### config.mk
export PLATFORM = sky130hd
export DESIGN_NAME = i2c_target
export DESIGN_NICKNAME = d
export VERILOG_FILES = /design/src/rtl/i2c_pkg.sv /design/src/rtl/i2c_line_cond.sv /design/src/rtl/i2c_target.sv
export SDC_FILE = /design/constraint.sdc
export NUM_CORES = 1
export LEC_CHECK = 0
export ABC_AREA = 0
export CORE_ASPECT_RATIO = 0.9
export CORE_MARGIN = 2
export CORE_UTILIZATION = 40
export CTS_CLUSTER_SIZE = 12
export DETAILED_ROUTE_END_ITERATION = 8
export PLACE_DENSITY = 0.67
export SYNTH_ARGS = -nofsm -noshare
export SYNTH_HDL_FRONTEND = slang
export SYNTH_HIERARCHICAL = 1
export SYNTH_SLANG_ARGS = --single-unit
### constraint.sdc
create_clock -name clk -period 5.8 [get_ports clk]
set_input_delay 0.58 -clock clk [delete_from_list [all_inputs] [get_ports clk]]
set_output_delay 0.58 -clock clk [all_outputs]
set_load 0.05 [all_outputs]
### src/rtl/i2c_pkg.sv
// Shared definitions for the I2C target: FSM state codes, R/W bit values and bit-counter width.
package i2c_pkg;

    localparam int BIT_CNT_W = 3;

    localparam logic I2C_RD = 1'b1;
    localparam logic I2C_WR = 1'b0;

    localparam logic [3:0] ST_IDLE   = 4'd0;
    localparam logic [3:0] ST_ADDR   = 4'd1;
    localparam logic [3:0] ST_A_ACK  = 4'd2;
    localparam logic [3:0] ST_PTR    = 4'd3;
    localparam logic [3:0] ST_P_ACK  = 4'd4;
    localparam logic [3:0] ST_WR     = 4'd5;
    localparam logic [3:0] ST_W_ACK  = 4'd6;
    localparam logic [3:0] ST_RD     = 4'd7;
    localparam logic [3:0] ST_M_ACK  = 4'd8;
    localparam logic [3:0] ST_IGNORE = 4'd9;

endpackage

### src/rtl/i2c_line_cond.sv
// Conditions one I2C pin: 2-flop synchronizer, optional 3-sample stability filter
// (I2C_TARGET_GLITCH_FILTER_EN), then a history flop producing rise/fall strobes.
module i2c_line_cond (
    input  logic clk,
    input  logic reset,
    input  logic pin,
    output logic level,
    output logic rise,
    output logic fall
);

    logic sync1;
    logic sync2;
    logic hist;

`ifdef I2C_TARGET_GLITCH_FILTER_EN
    logic samp1;
    logic samp2;
    logic filt;

    // Idle bus level is high, so everything resets to 1 to avoid a false edge.
    always_ff @(posedge clk) begin
        if (reset) begin
            sync1 <= 1'b1;
            sync2 <= 1'b1;
            samp1 <= 1'b1;
            samp2 <= 1'b1;
            filt  <= 1'b1;
            hist  <= 1'b1;
        end else begin
            sync1 <= pin;
            sync2 <= sync1;
            samp1 <= sync2;
            samp2 <= samp1;
            if ((sync2 == samp1) && (samp1 == samp2)) begin
                filt <= sync2;
            end
            hist <= filt;
        end
    end

    assign level = filt;
`else
    always_ff @(posedge clk) begin
        if (reset) begin
            sync1 <= 1'b1;
            sync2 <= 1'b1;
            hist  <= 1'b1;
        end else begin
            sync1 <= pin;
            sync2 <= sync1;
            hist  <= sync2;
        end
    end

    assign level = sync2;
`endif

    assign rise = level & ~hist;
    assign fall = ~level & hist;

endmodule

### src/rtl/i2c_target.sv
// I2C target emulating a sensor register file with a local load/observe port.
// Optional I2C_TARGET_GLITCH_FILTER_EN adds a stability filter on both lines.
module i2c_target
    import i2c_pkg::*;
#(
    parameter logic [6:0] DEV_ADDR = 7'h57,
    parameter int         NREG     = 16
) (
    input  logic                    clk,
    input  logic                    reset,
    input  logic                    scl_in,
    input  logic                    sda_in,
    output logic                    sda_oe,
    input  logic                    loc_we,
    input  logic [$clog2(NREG)-1:0] loc_addr,
    input  logic [7:0]              loc_wdata,
    output logic [7:0]              loc_rdata,
    output logic                    rx_valid,
    output logic [$clog2(NREG)-1:0] rx_reg,
    output logic [7:0]              rx_data,
    output logic                    busy
);

    localparam int AW = $clog2(NREG);

    logic scl_level, scl_rise, scl_fall;
    logic sda_level, sda_rise, sda_fall;

    i2c_line_cond u_scl (
        .clk   (clk),
        .reset (reset),
        .pin   (scl_in),
        .level (scl_level),
        .rise  (scl_rise),
        .fall  (scl_fall)
    );

    i2c_line_cond u_sda (
        .clk   (clk),
        .reset (reset),
        .pin   (sda_in),
        .level (sda_level),
        .rise  (sda_rise),
        .fall  (sda_fall)
    );

    logic [3:0]           state;
    logic [BIT_CNT_W-1:0] bit_cnt;
    logic [7:0]           shreg;
    logic [AW-1:0]        ptr;
    logic [AW-1:0]        ptr_next;
    logic                 ack_phase;
    logic [7:0]           regs [NREG];
    logic [7:0]           rx_byte;
    logic                 start_det;
    logic                 stop_det;
    logic                 byte_done;
    logic                 i2c_we;

    assign start_det = sda_fall & scl_level;
    assign stop_det  = sda_rise & scl_level;
    assign rx_byte   = {shreg[6:0], sda_level};
    assign byte_done = scl_rise & (&bit_cnt);
    assign ptr_next  = ptr + 1'b1;
    assign i2c_we    = (state == ST_WR) & byte_done & ~start_det & ~stop_det;
    assign loc_rdata = regs[loc_addr];

    // Local write is issued after the I2C write so it wins on a same-index collision.
    always_ff @(posedge clk) begin
        if (reset) begin
            for (int i = 0; i < NREG; i++) begin
                regs[i] <= 8'h00;
            end
        end else begin
            if (i2c_we) begin
                regs[ptr] <= rx_byte;
            end
            if (loc_we) begin
                regs[loc_addr] <= loc_wdata;
            end
        end
    end

    // ack_phase splits each ACK slot: first SCL fall starts the ack bit, second ends it.
    always_ff @(posedge clk) begin
        if (reset) begin
            state     <= ST_IDLE;
            bit_cnt   <= '0;
            shreg     <= 8'h00;
            ptr       <= '0;
            ack_phase <= 1'b0;
            sda_oe    <= 1'b0;
            busy      <= 1'b0;
            rx_valid  <= 1'b0;
            rx_reg    <= '0;
            rx_data   <= 8'h00;
        end else begin
            rx_valid <= 1'b0;
            if (stop_det) begin
                state     <= ST_IDLE;
                sda_oe    <= 1'b0;
                busy      <= 1'b0;
                ack_phase <= 1'b0;
            end else if (start_det) begin
                state     <= ST_ADDR;
                bit_cnt   <= '0;
                sda_oe    <= 1'b0;
                ack_phase <= 1'b0;
            end else begin
                case (state)
                    ST_ADDR: begin
                        if (scl_rise) begin
                            shreg   <= rx_byte;
                            bit_cnt <= bit_cnt + 1'b1;
                            if (byte_done) begin
                                if (rx_byte[7:1] == DEV_ADDR) begin
                                    state <= ST_A_ACK;
                                    busy  <= 1'b1;
                                end else begin
                                    state <= ST_IGNORE;
                                end
                            end
                        end
                    end
                    ST_A_ACK: begin
                        if (scl_fall) begin
                            if (!ack_phase) begin
                                sda_oe    <= 1'b1;
                                ack_phase <= 1'b1;
                            end else begin
                                ack_phase <= 1'b0;
                                bit_cnt   <= '0;
                                if (shreg[0] == I2C_RD) begin
                                    shreg  <= regs[ptr];
                                    sda_oe <= ~regs[ptr][7];
                                    state  <= ST_RD;
                                end else begin
                                    sda_oe <= 1'b0;
                                    state  <= ST_PTR;
                                end
                            end
                        end
                    end
                    ST_PTR: begin
                        if (scl_rise) begin
                            shreg   <= rx_byte;
                            bit_cnt <= bit_cnt + 1'b1;
                            if (byte_done) begin
                                ptr   <= rx_byte[AW-1:0];
                                state <= ST_P_ACK;
                            end
                        end
                    end
                    ST_WR: begin
                        if (scl_rise) begin
                            shreg   <= rx_byte;
                            bit_cnt <= bit_cnt + 1'b1;
                            if (byte_done) begin
                                rx_valid <= 1'b1;
                                rx_reg   <= ptr;
                                rx_data  <= rx_byte;
                                ptr      <= ptr_next;
                                state    <= ST_W_ACK;
                            end
                        end
                    end
                    ST_P_ACK, ST_W_ACK: begin
                        if (scl_fall) begin
                            if (!ack_phase) begin
                                sda_oe    <= 1'b1;
                                ack_phase <= 1'b1;
                            end else begin
                                sda_oe    <= 1'b0;
                                ack_phase <= 1'b0;
                                bit_cnt   <= '0;
                                state     <= ST_WR;
                            end
                        end
                    end
                    ST_RD: begin
                        if (scl_rise) begin
                            bit_cnt <= bit_cnt + 1'b1;
                            if (byte_done) begin
                                state <= ST_M_ACK;
                            end
                        end else if (scl_fall) begin
                            shreg  <= {shreg[6:0], 1'b0};
                            sda_oe <= ~shreg[6];
                        end
                    end
                    ST_M_ACK: begin
                        if (scl_fall) begin
                            if (!ack_phase) begin
                                sda_oe    <= 1'b0;
                                ack_phase <= 1'b1;
                            end else begin
                                ptr       <= ptr_next;
                                shreg     <= regs[ptr_next];
                                sda_oe    <= ~regs[ptr_next][7];
                                bit_cnt   <= '0;
                                ack_phase <= 1'b0;
                                state     <= ST_RD;
                            end
                        end else if (scl_rise && ack_phase && sda_level) begin
                            ack_phase <= 1'b0;
                            busy      <= 1'b0;
                            state     <= ST_IGNORE;
                        end
                    end
                    ST_IDLE, ST_IGNORE: begin
                    end
                    default: begin
                        state <= ST_IDLE;
                    end
                endcase
            end
        end
    end

endmodule

After elaboration in Yosys (flattened, before gate mapping). Memories as Yosys holds them, arrays and structs flattened. A register that Yosys moved wholly into a read port is not among the register bits. Cells that the tools add are included.

Add/subtract/negate cells: 2. Multiply operators: 0. Divide/modulo/power cells: 0. $lt $le $gt $ge: 0. Equal/unequal tests: 52. Shifts and indexed selects: 0. Multiplexer cells: 75. Bitwise logic cells: 22. Reductions and logical operators: 31.

Operator list (number): 4-bit two-way mux (26); 7-bit two-way mux (8); 2-bit inequality test, second input constant (21); 3-bit inequality test, second input constant (14); 4-bit one-hot mux with 8 select lines (1); 15-bit AND reduction (2); 7-bit one-hot mux with 4 select lines (1); 1-bit two-way mux (27); 4-bit by 3-bit equality test with 1-bit output, second input constant (4); 8-bit two-way mux (2); 8-bit OR reduction (2); 3-bit two-way mux (5); 1-bit NOT (12); 4-bit one-hot mux with 3 select lines (1); 11-bit AND reduction (1); 1-bit AND (10); 10-bit AND reduction (1); 5-bit AND reduction (2); 3-bit by 1-bit inequality test with 1-bit output, second input constant (3); 9-bit AND reduction (1); 3-bit OR reduction (3); 4-bit by 2-bit equality test with 1-bit output, second input constant (2); 4-bit equality test, second input constant (2); 4-bit inequality test, second input constant (2); 19 further kinds (29).

Register bits: 40. Latch bits: 0. RAM bits: 128. Bits in read-only memories: 0. Input bits: 17. Output and inout port bits: 23. Logic and storage cells: 201. Memories kept: 1.

Memory list: regs (depth 16, bits a word 8, read ports 3, clocked after Yosys merged registers in 1, wr ports 16, line i2c_target.sv:53) `logic [7:0] regs [NREG];`.

Longest topological paths before layout.
Depth after elaboration: 11. Depth in mapped cells: 11. Gate-level depth less buffers: 7.

By module. The synthesis kept the hierarchy.

Modules (own cells, without submodules): i2c_target (instances 1, cells an instance 820, area an instance 10898.0 um^2, sequential area each 4604.4 um^2); i2c_line_cond (instances 2, cells an instance 8, area an instance 92.6 um^2, sequential area each 60.1 um^2).

Worst setup path before layout. OpenSTA, ideal clock, no wires.

Path kind: flip-flop to flip-flop. Start: reg ptr[0]. End: reg shreg[6]. Library setup time: 0.134 ns. Arrival: 2.944 ns. Data required time: 5.666 ns. Slack: 2.722 ns. Cell stages (with the launch flop): 11. Buffers on the path: 4. Clock period less this slack: 3.078 ns. Path through: dfxtp_1 clkbuf_1 clkbuf_1 inv_1 ha_1 buf_6 buf_4 mux4_2 mux4_2 a211oi_1 a211oi_1.

Word-level cells in the longest chain between the ends: 5.

RTL lines: from (decl) (line i2c_target.sv:50) `logic [AW-1:0] ptr;`; from (signal assigned) (line i2c_target.sv:149) `ptr <= rx_byte[AW-1:0];`; from (signal assigned) (line i2c_target.sv:162) `ptr <= ptr_next;`; from (signal assigned) (line i2c_target.sv:197) `ptr <= ptr_next;`; 4-bit by 1-bit adder with 4-bit output (line i2c_target.sv:64) `assign ptr_next = ptr + 1'b1;`; memory 16 x 8 bit; 7-bit two-way mux (line i2c_target.sv:193) `if (!ack_phase) begin`; 7-bit two-way mux (line i2c_target.sv:192) `if (scl_fall) begin`; 7-bit one-hot mux with 4 select lines (line i2c_target.sv:110) `case (state)`; to (signal assigned) (line i2c_target.sv:113) `shreg <= rx_byte;`; to (signal assigned) (line i2c_target.sv:187) `shreg <= {shreg[6:0], 1'b0};`; to (signal assigned) (line i2c_target.sv:198) `shreg <= regs[ptr_next];`; to (decl) (line i2c_target.sv:49) `logic [7:0] shreg;`.

Every way passes these cells. The select of a mux whose other input is x is not followed. A chain may end at the register's enable or synchronous reset.

Worst setup path in the final report.
Start: reg ptr[0]. End: reg shreg[4].

The elaborated chain is that of the path after synthesis.

==> impl_metrics.csv <==
group,metric,value,unit
critical_path,critical_path_required,6.12,ns
clocking,cts-resized-gates,0,
final_layout,final_core_util,45.0,%
global_routing,grt_max_degree,56,
clocking,hold_buffers,0,
timing,setup_tns,0,ns
critical_path,crit_path_end_kind,"register",
critical_path,start_kind,"register",
clocking,clock_sinks,172,
yosys,ys_types,68,
yosys,synth_area_leader_cell,"edfxtp_1",
critical_path,crit_arrival,4.12,ns
global_routing,grt-ovfl-total,0,
placed_design,globalplace.congestion,0.912,
timing,relSlewSlack,18.7,%
clocking,cts_tree,"done",
die,die_w,179,um
yosys,synthCells,836,
detailed_routing,wl,32.9,mm
die,io_pins,40,
critical_path,r2r_slack,2.00,ns
run_status,outcome,"completed",
final_layout,fillCellCount,2442,
yosys,synthTopCellsByCount,"129 x a22o_1, 128 x edfxtp_1, 97 x mux4_2, 57 x clkbuf_1, 44 x dfxtp_1",
worst_hold_path,min_from,"u_sda/sync1$_SDFF_PP1_",
yosys,synth_area_leaders,"edfxtp_1 35%, mux4_2 20%, a22o_1 10%",
worst_hold_path,min_path_cells,1,
final_layout,reg.largest.list,"regs (128), rx_data (8), shreg (7)",
power,peakVddDrop,0.000182,V
detailed_routing,wl_per_cell,27.9,um
final_layout,drive_gt1_share,22.1,%
placed_design,place_ws,1.98,ns
detailed_routing,drc_errors,0,
global_routing,grt_pass1_vias,7946,
timing,slew_viol_final,0,
critical_path,crit_path_max_fanout,37,
yosys,syn_area_per_cell,13.3,um^2
power,power_density,245,nW/um^2
timing,fmax,0.263,GHz
yosys,yosysTopAreaCellShare,34.7,%
clocking,cts_max_level,4,
detailed_routing,ant_nets,0,
power,leakagePower,3.80,nW
global_routing,grt_pass1_wl,50.6,mm
yosys,synth_most_common_cell,"a22o_1",
timing,finalWorstSetupSlack,2.00,ns
yosys,synth_ff_type,"edfxtp_1",
critical_path,crit_type,"reg -> reg",
final_layout,nets,833,
timing,skew,0.00915,ns
placed_design,dp_hpwl,23.7,mm
yosys,yosysSeqAreaShare,42.6,%
die,std_cell_rows,57,
critical_path,r2r_cells,7,
detailed_routing,vias_per_cell,6.97,
timing,rsz0062_at_grt,"false",
die,dieArea,29100,um^2
detailed_routing,drt-pass1-iter-count,6,
final_layout,diodes,0,
clocking,cts_buffer_depth,2,
timing,hold_violations,0,
clocking,clockRootBuffer,"clkbuf_16",
yosys,synthArstFlopShare,0,%
worst_hold_path,whs_endpoint,"u_sda/level$_SDFF_PP1_",
critical_path,reg2reg_to,"shreg[4]$_SDFFE_PP0P_",
die,start_util,40.9,%
yosys,syn_area,11100,um^2
final_layout,area_growth_syn_to_layout,10.1,%
final_layout,top_register,"regs",
power,p_total,2.99,mW
timing,setup_viol,0,
clocking,post-cts-setup-buffers,0,
worst_hold_path,hp-class,"reg -> reg",
detailed_routing,num_vias,8198,
global_routing,grtUsageTotal,23.0,%
timing,tightest_slew,1.22,ns
clocking,cts.reportedPaths.clkPinSlew,0.07,ns
yosys,syn-num-nets,859,
timing,min_period,3.80,ns
job,maxCapViolCount,0,
final_layout,largest_reg_flops,128,
yosys,ys.warnings.count,6,
clocking,cts_buffers,17,
detailed_routing,drt_iter0_drc,1146,
yosys,synth_edf_count,128,
die,die_y,162,um
critical_path,r2r-start,"ptr[0]$_SDFFE_PP0N_",
global_routing,antenna_found_initial,0,
die,core_area,27100,um^2
timing,fin_crit_sh,65.6,%
placed_design,portBuffers,39,
yosys,yosys_register_bits,172,
timing,fin_hold_ws,0.403,ns
clocking,clock_latency,0.46,ns
## cells in the final DEF, fill, tap and decap left out, types with 9 or more instances in the layout
| cell type | n |
|---|---|
| a211oi_1 | 21 |
| a22o_1 | 129 |
| clkbuf_16 | 17 |
| a211o_1 | 17 |
| mux2i_1 | 22 |
| a21oi_1 | 31 |
| inv_1 | 11 |
| nand2b_1 | 15 |
| nand3_1 | 10 |
| nor2_1 | 32 |
| mux4_1 | 11 |
| buf_4 | 9 |
| clkdlybuf4s50_1 | 36 |
| o21ai_0 | 16 |
| nor3_4 | 13 |
| nand2_1 | 37 |
| edfxtp_1 | 128 |
| dfxtp_1 | 42 |
| mux4_2 | 97 |
## layout make-up
| cell class | instances | area [um^2] | area share [%] |
|---|---|---|---|
| Inverter | 11 | 41.3 | 0.338 |
| Clock inverter | 15 | 200 | 1.64 |
| Tap cell | 354 | 443 | 3.63 |
| Timing Repair Buffer | 48 | 443 | 3.63 |
| Multi-Input combinational cell | 560 | 5920 | 48.5 |
| Clock buffer | 17 | 425 | 3.49 |
| Sequential cell | 172 | 4730 | 38.7 |
## layer usage
| metal | GRT usage, % | wire [um] | vias to the layer above |
|---|---|---|---|
| met5 | 0 | 0 | - |
| met4 | 5.88 | 610 | 0 |
| met3 | 5.13 | 3440 | 56 |
| met2 | 36.6 | 15500 | 557 |
| met1 | 32.2 | 13300 | 4155 |
| li1 | - | - | 3430 |
## cell families (layout without fill, tap and decap cells)
logic type               Yosys count  count (layout)  share of synthesized area (%)
flip-flops                       172             172                           42.6
AND/OR/NAND/NOR                  166             166                           9.95
multiplexers                     132             132                           24.5
adder cells (fa/ha/maj)            6               6                          0.677
buffers and inverters            104              91                           3.99
AO/OA/AOI/OAI                    253             253                           18.0
XOR/XNOR                           3               3                          0.237
## where the power goes
group	internal, mW	switching [mW]
Clock	0.660	0.571
Combinational	0.137	0.160
Sequential	1.38	0.0825
Total	2.18	0.814
## worst max-delay path, cell delays in order (launching register included)
cell      delay [ns]
dfxtp_2         0.31
buf_4           0.43
inv_1           0.16
ha_2            1.08
mux4_1          0.66
mux4_2          0.47
a211oi_1        0.39
a211oi_1        0.13
## per-stage QoR
step	cell area (um^2)	std cells
after floorplan	11100	836
after detailed placement	11600	1145
after CTS	12200	1177
after global routing	12200	1177
final	12200	1177
after global placement	11600	1145
## worst max-delay path by stage
stage | from | end | slack (ns) | depth (start not counted)
after CTS | ptr[0]$_SDFFE_PP0N_ | shreg[6]$_SDFFE_PP0P_ | 1.98 | 7
after detailed placement | ptr[0]$_SDFFE_PP0N_ | shreg[6]$_SDFFE_PP0P_ | 1.98 | 7
after global routing | ptr[0]$_SDFFE_PP0N_ | shreg[6]$_SDFFE_PP0P_ | 1.84 | 7
after global placement | loc_addr[0] | loc_rdata[1] | 2.05 | 5
final | ptr[0]$_SDFFE_PP0N_ | shreg[4]$_SDFFE_PP0P_ | 2.00 | 7
after floorplan | ptr[0]$_SDFFE_PP0N_ | shreg[6]$_SDFFE_PP0P_ | 2.72 | 10
(Power assumes the default switching activity.)
